--- src/rtl/servo_pwm_multi.sv ---
// rtl/servo_pwm_multi.sv - multi-channel servo PWM with slew-limited, clamped position targets
// Optional feature macro: SERVO_SOFTSTART_EN (keep each pwm low until that channel's first real command)
module servo_pwm_multi #(
    parameter int NCH        = 2,
    parameter int PERIOD     = 540000,
    parameter int CW         = 20,
    parameter int MIN_POS    = 27000,
    parameter int MAX_POS    = 54000,
    parameter int CENTER_POS = 40500,
    parameter int STEP       = 100,
    localparam int CHW       = (NCH > 1) ? $clog2(NCH) : 1
) (
    input  logic            clk,
    input  logic            rst_n,
    input  logic            cmd_valid,
    output logic            cmd_ready,
    input  logic [CHW-1:0]  cmd_ch,
    input  logic [2:0]      cmd_op,
    input  logic [CW-1:0]   cmd_pos,
    output logic [NCH-1:0]  pwm,
    output logic            frame_start,
    output logic [NCH-1:0]  at_target
);

    localparam logic [CW-1:0] LAST     = CW'(PERIOD - 1);
    localparam logic [CW-1:0] CENTER_C = CW'(CENTER_POS);
    localparam logic [CW-1:0] MIN_C    = CW'(MIN_POS);
    localparam logic [CW-1:0] MAX_C    = CW'(MAX_POS);
    localparam logic [CW-1:0] STEP_C   = CW'(STEP);
    localparam logic [CW:0]   MIN_W    = (CW+1)'(MIN_POS);
    localparam logic [CW:0]   MAX_W    = (CW+1)'(MAX_POS);
    localparam logic [CW:0]   STEP_W   = (CW+1)'(STEP);

    logic [CW-1:0]  cnt_q, cnt_d;
    logic [CW-1:0]  cur_q [NCH];
    logic [CW-1:0]  cur_d [NCH];
    logic [CW-1:0]  tgt_q [NCH];
    logic [CW-1:0]  tgt_d [NCH];
    logic [NCH-1:0] pwm_q, pwm_d;
    logic [NCH-1:0] at_target_q, at_target_d;
    logic [NCH-1:0] en;
    logic           update;
    logic           accept;

    // Targets are computed one bit wider so step up/down can never wrap before clamping.
    function automatic logic [CW-1:0] clamp(input logic [CW:0] v);
        if (v < MIN_W) return MIN_C;
        if (v > MAX_W) return MAX_C;
        return v[CW-1:0];
    endfunction

    // The last cycle of the frame is reserved for moving cur, so commands are held off there.
    assign update      = (cnt_q == LAST);
    assign cmd_ready   = rst_n & ~update;
    assign frame_start = rst_n & (cnt_q == '0);
    assign accept      = cmd_valid & cmd_ready;
    assign pwm         = pwm_q;
    assign at_target   = at_target_q;

    // Frame counter wraps after the update cycle.
    always_comb begin
        cnt_d = update ? '0 : cnt_q + CW'(1);
    end

    // Command decode: new target for the addressed channel; out-of-range channels match nothing.
    always_comb begin
        logic [CW:0] base;
        base = '0;
        for (int i = 0; i < NCH; i++) begin
            tgt_d[i] = tgt_q[i];
            if (accept && (cmd_ch == CHW'(i))) begin
                base = {1'b0, tgt_q[i]};
                case (cmd_op)
                    3'b001:  tgt_d[i] = clamp((base > STEP_W) ? base - STEP_W : '0);
                    3'b010:  tgt_d[i] = clamp(base + STEP_W);
                    3'b011:  tgt_d[i] = clamp({1'b0, CENTER_C});
                    3'b100:  tgt_d[i] = clamp({1'b0, cmd_pos});
                    default: tgt_d[i] = tgt_q[i];
                endcase
            end
        end
    end

    // Slew: once per frame cur moves toward tgt by at most STEP, landing exactly on tgt.
    always_comb begin
        for (int i = 0; i < NCH; i++) begin
            cur_d[i] = cur_q[i];
            if (update) begin
                if (tgt_q[i] > cur_q[i])
                    cur_d[i] = ((tgt_q[i] - cur_q[i]) > STEP_C) ? cur_q[i] + STEP_C : tgt_q[i];
                else if (tgt_q[i] < cur_q[i])
                    cur_d[i] = ((cur_q[i] - tgt_q[i]) > STEP_C) ? cur_q[i] - STEP_C : tgt_q[i];
            end
        end
    end

    // Pulse compare and target flags; cur only moves at the frame boundary so pulses never glitch.
    always_comb begin
        for (int i = 0; i < NCH; i++) begin
            pwm_d[i]       = en[i] & (cnt_q < cur_q[i]);
            at_target_d[i] = (cur_d[i] == tgt_d[i]);
        end
    end

`ifdef SERVO_SOFTSTART_EN
    logic [NCH-1:0] arm_q, arm_d;
    logic [NCH-1:0] en_q, en_d;

    // A channel arms on its first non-nop command and goes live at the next frame boundary.
    always_comb begin
        arm_d = arm_q;
        for (int i = 0; i < NCH; i++) begin
            if (accept && (cmd_ch == CHW'(i)) && (cmd_op inside {3'b001, 3'b010, 3'b011, 3'b100}))
                arm_d[i] = 1'b1;
        end
        en_d = update ? arm_q : en_q;
    end

    // Arm/enable state; reset disarms every channel.
    always_ff @(posedge clk or negedge rst_n) begin
        if (!rst_n) begin
            arm_q <= '0;
            en_q  <= '0;
        end else begin
            arm_q <= arm_d;
            en_q  <= en_d;
        end
    end

    assign en = en_q;
`else
    assign en = '1;
`endif

    // State registers; reset drops pwm immediately and recentres every channel.
    always_ff @(posedge clk or negedge rst_n) begin
        if (!rst_n) begin
            cnt_q       <= '0;
            pwm_q       <= '0;
            at_target_q <= '1;
            for (int i = 0; i < NCH; i++) begin
                cur_q[i] <= CENTER_C;
                tgt_q[i] <= CENTER_C;
            end
        end else begin
            cnt_q       <= cnt_d;
            pwm_q       <= pwm_d;
            at_target_q <= at_target_d;
            for (int i = 0; i < NCH; i++) begin
                cur_q[i] <= cur_d[i];
                tgt_q[i] <= tgt_d[i];
            end
        end
    end

endmodule
--- config.mk ---
export PLATFORM = sky130hd
export DESIGN_NAME = servo_pwm_multi
export DESIGN_NICKNAME = d
export VERILOG_FILES = /design/src/rtl/servo_pwm_multi.sv
export SDC_FILE = /design/constraint.sdc
export NUM_CORES = 1
export LEC_CHECK = 0
export CORE_MARGIN = 4
export CORE_UTILIZATION = 45
export CTS_CLUSTER_SIZE = 40
export DETAILED_ROUTE_END_ITERATION = 8
export PLACE_DENSITY = 0.66
export SLEW_MARGIN = 20
export SYNTH_ARGS = -nofsm -noshare
export SYNTH_HDL_FRONTEND = slang
export SYNTH_SLANG_ARGS = --single-unit
export TNS_END_PERCENT = 5
--- constraint.sdc ---
create_clock -name clk -period 14.3 [get_ports clk]
set_clock_uncertainty 0.05 [all_clocks]
set_input_delay 4.29 -clock clk [delete_from_list [all_inputs] [get_ports clk]]
set_output_delay 4.29 -clock clk [all_outputs]
set_load 0.1 [all_outputs]
Word-level counts from Yosys, hierarchy flattened
Index checks and enable logic that the tools add are counted.
Widths: inputs -> output; s select.
- flip-flop bits (word level): 104
- output and inout bits: 6
- add/sub/neg operators: 13
- magnitude comparators: 22
- equality and inequality tests: 7
- multiplexer cells: 78
- bitwise gates (word level): 5
- reduce and logical (&&, ||, !) cells: 3
- operator list (operator ; number):
    $mux 20 ; 35
    $pmux 20 s4 ; 2
    $gt 20x7->1 const B ; 6
    $gt 21x16->1 const B ; 4
    $lt 21x15->1 const B ; 4
    $lt 20x20->1 ; 4
    $sub 20x20->20 ; 4
    $add 20x7->21 const B ; 2
    $mux 21 ; 2
    $sub 20x7->21 const B ; 2
    $add 20x7->20 const B ; 2
    $eq 20x20->1 ; 2
    $gt 20x20->1 ; 2
    $sub 20x7->20 const B ; 2
    $mux 1 ; 39
    $add 20x1->20 const B ; 1
    $eq 20x20->1 const B ; 1
    $gt 20x16->1 const B ; 1
    $logic_not 20->1 ; 1
    $lt 20x15->1 const B ; 1
    $eq 3x2->1 const B ; 2
    $and 1x1->1 ; 3
    $eq 3x1->1 const B ; 1
    $eq 3x3->1 const B ; 1
    other kinds (2) ; 4

Longest topological paths before layout
- depth after elaboration: 14
- mapped depth: 20
- depth with buffers taken out: 17

Worst setup path before layout
No wires, ideal clock.
- path kind: input to output
- start: in rst_n
- end: out frame_start
- arrival: 7.138 ns
- data required time: 9.960 ns
- path slack: 2.822 ns
- stages on the path: 2
- buffers on the path: 0
- cell sequence: nand2_1 > nor4_1
- word-level cells in the longest chain between the ends: 1
- RTL lines (what ; line ; source):
    from (decl) ; 14 ; input logic rst_n,
    $and 1x1->1 ; 55 ; assign frame_start = rst_n & (cnt_q == '0);
    to (decl) ; 21 ; output logic frame_start,
Every way passes these cells.

Final worst setup path
- start: in rst_n
- end: out cmd_ready
- word-level cells in the longest chain between the ends: 1
- RTL lines (what ; line ; source):
    $and 1x1->1 ; 54 ; assign cmd_ready = rst_n & ~update;
    to (decl) ; 16 ; output logic cmd_ready,
Every way passes these cells.

==> impl_metrics.yaml <==
critical_path:
  worstRegToRegCells: 16
  worst-setup-path-type: "input port to output port"
  slowest_delay_ns: 1.15
  critPathArrivalTime_ns: 6.36
  end_kind: "output port"
  path_buf_inv: 3
  cp_max_fo: 49
  worstPathRequired_ns: 9.96
  rrSetupSlack_ns: 7.07
  cp_num_cells: 4
  cpMaxStageDelayCell: "clkdlybuf4s50_1"
  critPathTopFamily: "buffers and inverters"
  cp_cell_sequence: "buf_4 > nand2_1 > inv_1 > clkdlybuf4s50_1"
  cp-start-kind: "input port"
synthesis:
  ys_seq_elements: 104
  syn_nets: 2494
  ys.flop_type: "dfrtp_1"
  syn_area_per_cell_um2: 7.180
  synth_cell_type_count: 98
  synth-seq-area-share_pct: 15.76
  synth_top_cell_area_share_pct: 10.44
  synthArstFlopShare_pct: 100.0
  synth_top_area_cell: "dfrtp_1"
  ys_warn_count: 0
  synth.area.top_cells: "dfrtp_1 (10%), ha_1 (9.5%), a21oi_1 (5.6%), dfstp_2 (5.3%), xnor2_1 (5.0%)"
  synth_cells: 2337
  synth-edff-count: 0
  syn_area_mm2: 0.01678
place:
  gp_congestion: 1.037
  hpwl_um: 53380
  placed_area_mm2: 0.01734
  io_buffers: 32
floorplanning:
  rows: 70
  die_w_um: 201.1
  io_pins: 33
  dieArea_mm2: 0.04044
  die_h_um: 201.1
  design.core.area_mm2: 0.03670
  start_util_pct: 45.72
grt:
  met2_usage_pct: 46.40
  grt_max_degree: 59
  overflow: 0
  busiest_layer: "met1"
  antenna_found_initial: 1
  grtUsageMet1_pct: 47.15
  grtUsageTotal_pct: 32.49
  grt_pass1_wl_um: 106300
  grt_pass1_vias: 17809
  met3_usage_pct: 7.558
clocking:
  root_buffer: "clkbuf_16"
  clkSinkCount: 104
  clock_path_buffers: 2
  clock_latency_ns: 0.36
  holdBufCountCts: 0
  post-cts-setup-buffers: 0
  cts_resized: 0
  cts_tree: "built"
  clkTransAtPathRegs_ns: 0.08
  cts_buffers: 9
  htreeDepth: 3
cells_and_area:
  area.growth.synth_to_final_pct: 5.093
  drive_gt1_share_pct: 5.712
  diodes: 0
  fin_area_mm2: 0.01763
  final_util_pct: 48.05
  num-nets-final: 2428
sta:
  period_share_pct: 74.80
  timing.hold.ws_ns: 0.5113
  slew_violations: 0
  hold_viol_final: 0
  worst_pin_slew_ns: 1.088
  fin_crit_ns: 10.70
  max_freq_mhz: 93.49
  setup_tns_ns: 0
  setup_viol: 0
  rsz0062_at_grt: "no"
  relSlewSlack_pct: 26.97
route:
  wl_um: 69630
  ant_nets: 0
  firstDrtPassIters: 6
  drc: 0
  vias: 19609
  via_per_inst: 7.146
  wire_per_inst_um: 25.37
  drt_iter0_drc: 3000
pwr:
  leakage_nw: 6.916
  p_per_area_mw_per_mm2: 111.7
  irDropWorstVdd_mv: 0.05442
hold_path:
  min_path_cells: 2
  hold_path_class: "flip-flop to flip-flop"
status:
  outcome: "finished, final reports clean"
run:
  cap_violations: 0
## per-layer routing
layer | wire length (um) | vias up | part of all wire, %
met5 | 18 | - | 0.026
met4 | 3058 | 2 | 4.4
met3 | 8362 | 221 | 12
met2 | 28410 | 1339 | 41
met1 | 29780 | 9270 | 43
li1 | - | 8777 | -
## path summary, 6_finish.rpt
check	from	endpoint
min reg2reg	cur_q[12]$_DFF_PN1_	cur_q[12]$_DFF_PN1_
max	rst_n	cmd_ready
min in group asynchronous	rst_n	cur_q[20]$_DFF_PN0_
max in group asynchronous	rst_n	tgt_q[14]$_DFF_PN0_
max reg2reg	cur_q[25]$_DFF_PN1_	at_target[0]$_DFF_PN1_
min	cur_q[12]$_DFF_PN1_	cur_q[12]$_DFF_PN1_
## power by group
group          switching (W)  internal, W  total, W
Clock               0.000126     0.000127  0.000252
Combinational       0.000820     0.000417   0.00124
Sequential          0.000152     0.000328  0.000480
## cell families after synthesis
family | share of synthesized area (%)
and+or+nand+nor | 26.96
AOI/OAI and AO/OA | 33.49
buffers and inverters | 5.630
adders and majority gates | 9.784
xor gates and xnor gates | 6.421
DFF | 15.76
muxes | 1.954
## sequential cells by signal (all words and copies together), names as in the netlist
signal and cells:
tgt_q 40, at_target 2, pwm 2, cnt_q 20, cur_q 40
## placed cells by master (no fill, tap or decap), types with 31 or more instances in the layout
master | Yosys | layout
nand2_1 | 216 | 216
a21oi_1 | 187 | 187
nor2_1 | 175 | 175
o21ai_0 | 154 | 153
ha_1 | 128 | 128
inv_1 | 103 | 103
nand3_1 | 100 | 100
xnor2_1 | 96 | 96
nor3_1 | 85 | 84
dfrtp_1 | 70 | 70
nand4_1 | 49 | 49
a21o_1 | 45 | 45
or3_1 | 37 | 37
a31oi_1 | 36 | 36
and3_1 | 35 | 35
a211oi_1 | 35 | 35
nor4_1 | 35 | 34
dfstp_2 | 34 | 34
o211ai_1 | 32 | 32
clkdlybuf4s50_1 | 0 | 31
## through the flow
step	cells	setup slack (ns)	total power, W
floorplan	2337	2.822	0.001270
global placement	2728	3.572	0.001637
detailed placement	2728	3.564	0.001650
CTS	2744	3.555	0.001903
global route	2744	3.377	0.002067
finish	2744	3.604	0.001969
## synthesized netlist by cell type, types with 32 or more instances
| library cell | count |
|---|---|
| nor3_1 | 85 |
| nor4_1 | 35 |
| xnor2_1 | 96 |
| nand3_1 | 100 |
| nand4_1 | 49 |
| a21o_1 | 45 |
| nor2_1 | 175 |
| or3_1 | 37 |
| a31oi_1 | 36 |
| and3_1 | 35 |
| nand2_1 | 216 |
| inv_1 | 103 |
| clkbuf_1 | 104 |
| dfrtp_1 | 70 |
| ha_1 | 128 |
| o21ai_0 | 154 |
| a21oi_1 | 187 |
| dfstp_2 | 34 |
| a211oi_1 | 35 |
| o211ai_1 | 32 |
## layout make-up
class | count | area (um2)
repair buffers | 56 | 498.0
clock inverters | 5 | 45.04
clock buffers | 11 | 242.7
fillers | 3626 | 19060
flip-flops and latches | 104 | 2645
inverters | 109 | 409.1
multi-input cells | 1991 | 13210
well taps | 468 | 585.6
## worst register-to-register path: stages, from the launching register on
cell and delay, ns:
dfstp_2 0.63, clkinv_1 0.39, ha_1 0.72, nand2_1 0.26
a2111oi_2 0.57, o221a_2 0.32, o21bai_1 0.11, a211oi_1 0.11
a2111oi_1 0.45, nand4_1 0.77, nand2_1 0.66, a221o_1 0.22
and3_1 0.24, mux2_2 0.35, or4_1 0.50, or4_1 0.41
nor4b_1 0.36
(Power assumes the default switching activity.)
